--- config.mk ---
export PLATFORM = sky130hd
export DESIGN_NAME = image_receiver
export DESIGN_NICKNAME = d
export VERILOG_FILES = /design/src/rtl/image_link_pkg.sv /design/src/rtl/uart_byte_rx.sv /design/src/rtl/image_receiver.sv
export SDC_FILE = /design/constraint.sdc
export NUM_CORES = 1
export LEC_CHECK = 0
export ABC_AREA = 1
export BUFFER_PORTS_ARGS = -buffer_cell sky130_fd_sc_hd__clkbuf_2
export CAP_MARGIN = 20
export CELL_PAD_IN_SITES_DETAIL_PLACEMENT = 0
export CELL_PAD_IN_SITES_GLOBAL_PLACEMENT = 1
export CORE_MARGIN = 4
export CORE_UTILIZATION = 46
export CTS_BUF_LIST = sky130_fd_sc_hd__clkbuf_8
export DETAILED_ROUTE_END_ITERATION = 10
export GPL_ROUTABILITY_DRIVEN = 0
export PLACE_DENSITY = 0.89
export SYNTH_ARGS = -nofsm -noshare
export SYNTH_HDL_FRONTEND = slang
export SYNTH_SLANG_ARGS = --single-unit
--- constraint.sdc ---
create_clock -name clk -period 1.96 [get_ports clk]
set_input_delay 0.196 -clock clk [delete_from_list [all_inputs] [get_ports clk]]
set_output_delay 0.196 -clock clk [all_outputs]
set_load 0.05 [all_outputs]
--- src/rtl/image_link_pkg.sv ---
// Shared widths, byte-protocol constants and the UART byte FSM state type
// for the image link receive path.
package image_link_pkg;

    localparam int PIXEL_W         = 12;
    localparam int ADDR_W          = 17;
    localparam logic [3:0] BYTE0_PAD = 4'b0000;
    localparam int BYTES_PER_PIXEL = 2;

    typedef enum logic [1:0] {
        IDLE,
        START,
        DATA,
        STOP
    } rx_state_t;

endpackage

--- src/rtl/uart_byte_rx.sv ---
// 8N1 byte receiver: 2-FF synchroniser on the line, then a start/data/stop FSM
// sampling at bit centres. byte_valid and stop_error are single-cycle pulses.
module uart_byte_rx
    import image_link_pkg::*;
#(
    parameter int CLKS_PER_BIT = 5208
) (
    input  logic       clk,
    input  logic       rst,
    input  logic       uart_in,
    output logic [7:0] byte_data,
    output logic       byte_valid,
    output logic       stop_error,
    output logic       rx_active,
    output rx_state_t  rx_state
);

    localparam int CNT_W = $clog2(CLKS_PER_BIT + 1);
    localparam logic [CNT_W-1:0] HALF_LAST = CNT_W'(CLKS_PER_BIT / 2 - 1);
    localparam logic [CNT_W-1:0] FULL_LAST = CNT_W'(CLKS_PER_BIT - 1);

    logic             sync_ff1;
    logic             rx_s;
    logic             rx_prev;
    logic [CNT_W-1:0] clk_cnt;
    logic [2:0]       bit_idx;
    logic [7:0]       shift;

    always_ff @(posedge clk) begin
        if (rst) begin
            sync_ff1   <= 1'b1;
            rx_s       <= 1'b1;
            rx_prev    <= 1'b1;
            rx_state   <= IDLE;
            clk_cnt    <= '0;
            bit_idx    <= '0;
            shift      <= '0;
            byte_data  <= '0;
            byte_valid <= 1'b0;
            stop_error <= 1'b0;
        end else begin
            sync_ff1   <= uart_in;
            rx_s       <= sync_ff1;
            rx_prev    <= rx_s;
            byte_valid <= 1'b0;
            stop_error <= 1'b0;
            case (rx_state)
                IDLE: begin
                    clk_cnt <= '0;
                    if (rx_prev && !rx_s) rx_state <= START;
                end
                START: begin
                    // A line that is high again at mid start bit was only a glitch.
                    if (clk_cnt == HALF_LAST) begin
                        clk_cnt  <= '0;
                        bit_idx  <= '0;
                        rx_state <= rx_s ? IDLE : DATA;
                    end else begin
                        clk_cnt <= clk_cnt + 1'b1;
                    end
                end
                DATA: begin
                    if (clk_cnt == FULL_LAST) begin
                        clk_cnt <= '0;
                        shift   <= {rx_s, shift[7:1]};
                        bit_idx <= bit_idx + 1'b1;
                        if (bit_idx == 3'd7) rx_state <= STOP;
                    end else begin
                        clk_cnt <= clk_cnt + 1'b1;
                    end
                end
                STOP: begin
                    if (clk_cnt == FULL_LAST) begin
                        clk_cnt  <= '0;
                        rx_state <= IDLE;
                        if (rx_s) begin
                            byte_data  <= shift;
                            byte_valid <= 1'b1;
                        end else begin
                            stop_error <= 1'b1;
                        end
                    end else begin
                        clk_cnt <= clk_cnt + 1'b1;
                    end
                end
                default: rx_state <= IDLE;
            endcase
        end
    end

    assign rx_active = (rx_state != IDLE);

endmodule

--- src/rtl/image_receiver.sv ---
// Reassembles 12-bit pixels from byte pairs on the UART link and writes them
// to the frame buffer at sequential addresses, wrapping after a full frame.
module image_receiver
    import image_link_pkg::*;
#(
    parameter int CLK_FREQ          = 50_000_000,
    parameter int BAUD_RATE         = 9600,
    parameter int CLKS_PER_BIT      = CLK_FREQ / BAUD_RATE,
    parameter int NUM_PIXELS        = 320 * 240,
    parameter int BYTE_TIMEOUT_CLKS = 20 * CLKS_PER_BIT
) (
    input  logic               clk,
    input  logic               rst,
    input  logic               uart_in,
    output logic [ADDR_W-1:0]  wr_address,
    output logic [PIXEL_W-1:0] wr_pixel,
    output logic               wr_en,
    output logic               frame_done,
    output logic               framing_error,
    output logic               busy
);

    localparam int TO_W = $clog2(BYTE_TIMEOUT_CLKS + 1);
    localparam logic [TO_W-1:0]   TO_LAST = TO_W'(BYTE_TIMEOUT_CLKS - 1);
    localparam logic [ADDR_W:0]   FRAME_END = (ADDR_W + 1)'(NUM_PIXELS);

    logic [7:0]        byte_data;
    logic              byte_valid;
    logic              stop_error;
    logic              rx_active;
    rx_state_t         rx_state;

    logic              phase;
    logic [3:0]        hi_nibble;
    logic [TO_W-1:0]   timeout_cnt;
    logic [ADDR_W-1:0] pixel_cnt;

    uart_byte_rx #(.CLKS_PER_BIT(CLKS_PER_BIT)) u_byte_rx (
        .clk        (clk),
        .rst        (rst),
        .uart_in    (uart_in),
        .byte_data  (byte_data),
        .byte_valid (byte_valid),
        .stop_error (stop_error),
        .rx_active  (rx_active),
        .rx_state   (rx_state)
    );

    always_ff @(posedge clk) begin
        if (rst) begin
            phase         <= 1'b0;
            hi_nibble     <= '0;
            timeout_cnt   <= '0;
            pixel_cnt     <= '0;
            wr_address    <= '0;
            wr_pixel      <= '0;
            wr_en         <= 1'b0;
            frame_done    <= 1'b0;
            framing_error <= 1'b0;
        end else begin
            wr_en         <= 1'b0;
            framing_error <= 1'b0;

            if (wr_en) begin
                pixel_cnt <= wr_address + 1'b1;
                if (({1'b0, wr_address} + 1'b1) == FRAME_END) frame_done <= 1'b1;
            end

            if (!phase || rx_active) timeout_cnt <= '0;
            else                     timeout_cnt <= timeout_cnt + 1'b1;

            if (stop_error) begin
                framing_error <= 1'b1;
                phase         <= 1'b0;
            end else if (byte_valid) begin
                if (!phase) begin
                    if (byte_data[7:4] == BYTE0_PAD) begin
                        phase     <= 1'b1;
                        hi_nibble <= byte_data[3:0];
                    end else begin
                        framing_error <= 1'b1;
                    end
                end else begin
                    // frame_done marks a held count of NUM_PIXELS: restart at 0.
                    phase      <= 1'b0;
                    wr_pixel   <= {hi_nibble, byte_data};
                    wr_address <= frame_done ? '0 : pixel_cnt;
                    frame_done <= 1'b0;
                    wr_en      <= 1'b1;
                end
            end else if (phase && timeout_cnt == TO_LAST) begin
                phase <= 1'b0;
            end
        end
    end

    assign busy = (rx_state != IDLE) || phase;

endmodule
==> metrics <==
Async SR Flop Fraction=0%; met3 usage=3.18%; Leakage Power=0.00214 µW; Mapped Avg Cell Area=7.42 µm²; main flop type after synthesis=dfxtp_1; Final Skew=around 16 ps; max_cap viols=0; dpl ws=between 150 and 200 ps; Port Buf Inserts=35; Starting Density=approximately 47%; top-area cell type share of the netlist area=a little under half; post-DP HPWL=7750 µm; sequential power share=56.3%; global route overflow=0; IO Pins=36; layout cell share with drive strength beyond 1=roughly 14%; Yosys reg bits=110; final net count=706; core area=0.0103 mm²; Crit. End Element=flop; maximum VDD drop=0.366 mV; vias in the first global route=3994; Hold Vio Cnt, Final=0; GR Util met2=about 29%; clock share of power=between 30% and 40%; Die W=110 µm; Die Area=0.0122 mm²; PwrDens=743 mW/mm²; Hold/Removal Path Class=in2reg; CTS tree=done; final setup fails=0; Vias/cell=5.06; status=finished, final reports clean; Remaining DRCs=0; grt met1 use=23.4%; # rows=37; CP required=roughly 2200 ps; Logic pwr share=~7.3%; CTS Buf Count=9; Die H=110 µm; Hold Worst Slack=just under 100 ps; Synth area leader=dfxtp_1; Netlist cell types=37; Int Pwr=2980 µW; routed via count=~4200; CTS root buf=clkbuf_8; Diodes inserted=0; # placed instances=818; global-route wire length before repair=18400 µm; Period minus WS final=1760 ps; Sw Share=26.6%; initial antenna violation count=0; DR pass1 iterations=5; Net Switching=1080 µW; post-synthesis net count=roughly 660; Non-Filler Instances=835; DR iter-0 viols=between 200 and 300; busiest metal layer after global routing=met2; YS warnings=0; largest net degree at the start of global routing=24; Pins Over Slew Limit=0; min setup slack post-route=approximately 200 ps; P&R area growth vs syn=12.8%; worst setup path class=reg2reg; clk buf depth=2; relative slew slack=68.7%; gr usage total=between 10% and 20%; routed wire length=10600 µm; ranking of synthesized cells by area=dfxtp_1 (46%), nand2_1 (7.6%), inv_1 (7.5%), nor2_1 (5.8%), nand3_1 (5.8%); final period utilization=89.9%; Worst-Skew Late Latency=390 ps; slew at the pin with the worst max-slew slack=469 ps; Reg2Reg Setup Slack=200 ps; # clock sinks=110; critical path launch point type=flop; Setup TNS=0 ps; Seq/Total Area, Yosys=45.6%; antenna-violating nets left=0; Worst Path Arrival=2040 ps; Post-synth EDFFs=0; routed wire length per instance=between 10 and 15 µm; FMAX=0.568 GHz; RSZ-0062 raised after global routing=false; CTS clk-pin slew, worst paths=approximately 110 ps; H-tree Lvls=3; postcts setup bufs=0; Post-Syn Area=0.00483 mm²; crit path max fanout=5; Syn Inst Count=651
==> stage by stage <==
stage	power [µW]	instance area, µm²	utilization (%)
2_1_floorplan	2540	4830	-
3_3_place_gp	2610	5200	50.6
3_5_place_dp	2610	5200	50.6
4_1_cts	4090	5430	52.8
5_1_grt	4220	5450	53.0
6_report	4050	5450	53.0
==> critical path, stage by stage (launching register included) <==
cell and delay [ps]:
dfxtp_1 360, ha_1 250, nand2_1 90, inv_1 70, nand3_1 100, nor2_1 120
nand2_1 80, nand2_1 80, nand2_1 110, nor2_2 170, inv_1 90, nand2_1 70
a21oi_1 60
==> sequential cells by signal (all words and copies together) (netlist names), 3 cells and up, named ones only <==
| name | flops |
|---|---|
| pixel_cnt | 17 |
| timeout_cnt | 17 |
| wr_address | 17 |
| u_byte_rx.clk_cnt | 13 |
| wr_pixel | 12 |
| u_byte_rx.byte_data | 8 |
| u_byte_rx.shift | 8 |
| hi_nibble | 4 |
| u_byte_rx.bit_idx | 3 |
==> cell usage after synthesis (2+ instances only) <==
library cell	instances
a211oi_2	8
a21oi_1	33
a31oi_1	3
buf_1	3
buf_2	6
clkbuf_1	8
dfxtp_1	110
ha_1	9
inv_1	97
inv_2	2
nand2_1	98
nand3_1	56
nand4_1	14
nor2_1	75
nor2_2	6
nor3_1	25
nor3b_1	3
nor4_1	3
o211ai_1	6
o21a_1	2
o21ai_0	56
o22ai_1	7
or2_2	4
xnor2_1	2
xor2_1	3
==> logic make-up after synthesis <==
logic type	synth area share (%)
adders and majority gates	2.33
and+or+nand+nor	27.3
buffers and inverters	9.63
DFF	45.6
xor gates and xnor gates	0.907
AOI/OAI and AO/OA	14.3
==> power groups by stage <==
stage / combinational, µW / sequential [µW] / clock, µW
after global routing: 336 / 2280 / 1590
after floorplan: 215 / 2330 / 0
after CTS: 287 / 2280 / 1520
final: 297 / 2280 / 1470
after global placement: 276 / 2330 / 0
after detailed placement: 283 / 2330 / 0
==> layer usage <==
layer | wire (µm) | vias up
met5 | 0 | -
met4 | 178 | 0
met3 | 457 | 11
met2 | 4930 | 74
met1 | 5020 | 1919
li1 | - | 2219
==> what timing repair did <==
action,CTS,global route
endpoints found under the setup margin,0,9
hold buffers,1,0
endpoints found under the hold margin,1,0
gates resized for setup,0,9
==> path summary, 6_finish.rpt <==
kind	start	cells after the start	end
setup / recovery	u_byte_rx.clk_cnt[0]	12	u_byte_rx.bit_idx[1]
hold / removal	rst	2	u_byte_rx.rx_s
setup reg to reg	u_byte_rx.clk_cnt[0]	12	u_byte_rx.bit_idx[1]
hold reg to reg	u_byte_rx.sync_ff1	1	u_byte_rx.rx_s
==> layout make-up <==
type | instances | area [µm²]
Timing Repair Buffer | 51 | 298
Clock inverter | 7 | 92.6
Inverter | 100 | 375
Sequential cell | 110 | 2200
Fill cell | 1034 | 4830
Tap cell | 136 | 170
Multi-Input combinational cell | 422 | 2190
Clock buffer | 9 | 124
==> cell usage in the layout, fill, tap and decap left out, types with 2 or more instances in the layout <==
cell type / synthesis / routed
dfxtp_1: 110 / 108
inv_1: 97 / 98
nand2_1: 98 / 97
nor2_1: 75 / 71
nand3_1: 56 / 56
o21ai_0: 56 / 56
clkbuf_2: 0 / 35
a21oi_1: 33 / 33
nor3_1: 25 / 25
buf_4: 1 / 15
nand4_1: 14 / 14
nor2_2: 6 / 9
ha_1: 9 / 9
clkbuf_8: 0 / 9
a211oi_2: 8 / 8
o22ai_1: 7 / 7
o211ai_1: 6 / 6
or2_2: 4 / 4
a31oi_1: 3 / 3
nor3b_1: 3 / 3
xor2_1: 3 / 3
inv_8: 0 / 3
nand2_2: 1 / 2
nor2_4: 1 / 2
o21a_1: 2 / 2
xnor2_1: 2 / 2
inv_2: 2 / 2
nor4_1: 3 / 2
dfxtp_2: 0 / 2
No activity file was read; power rests on OpenSTA's default activity.
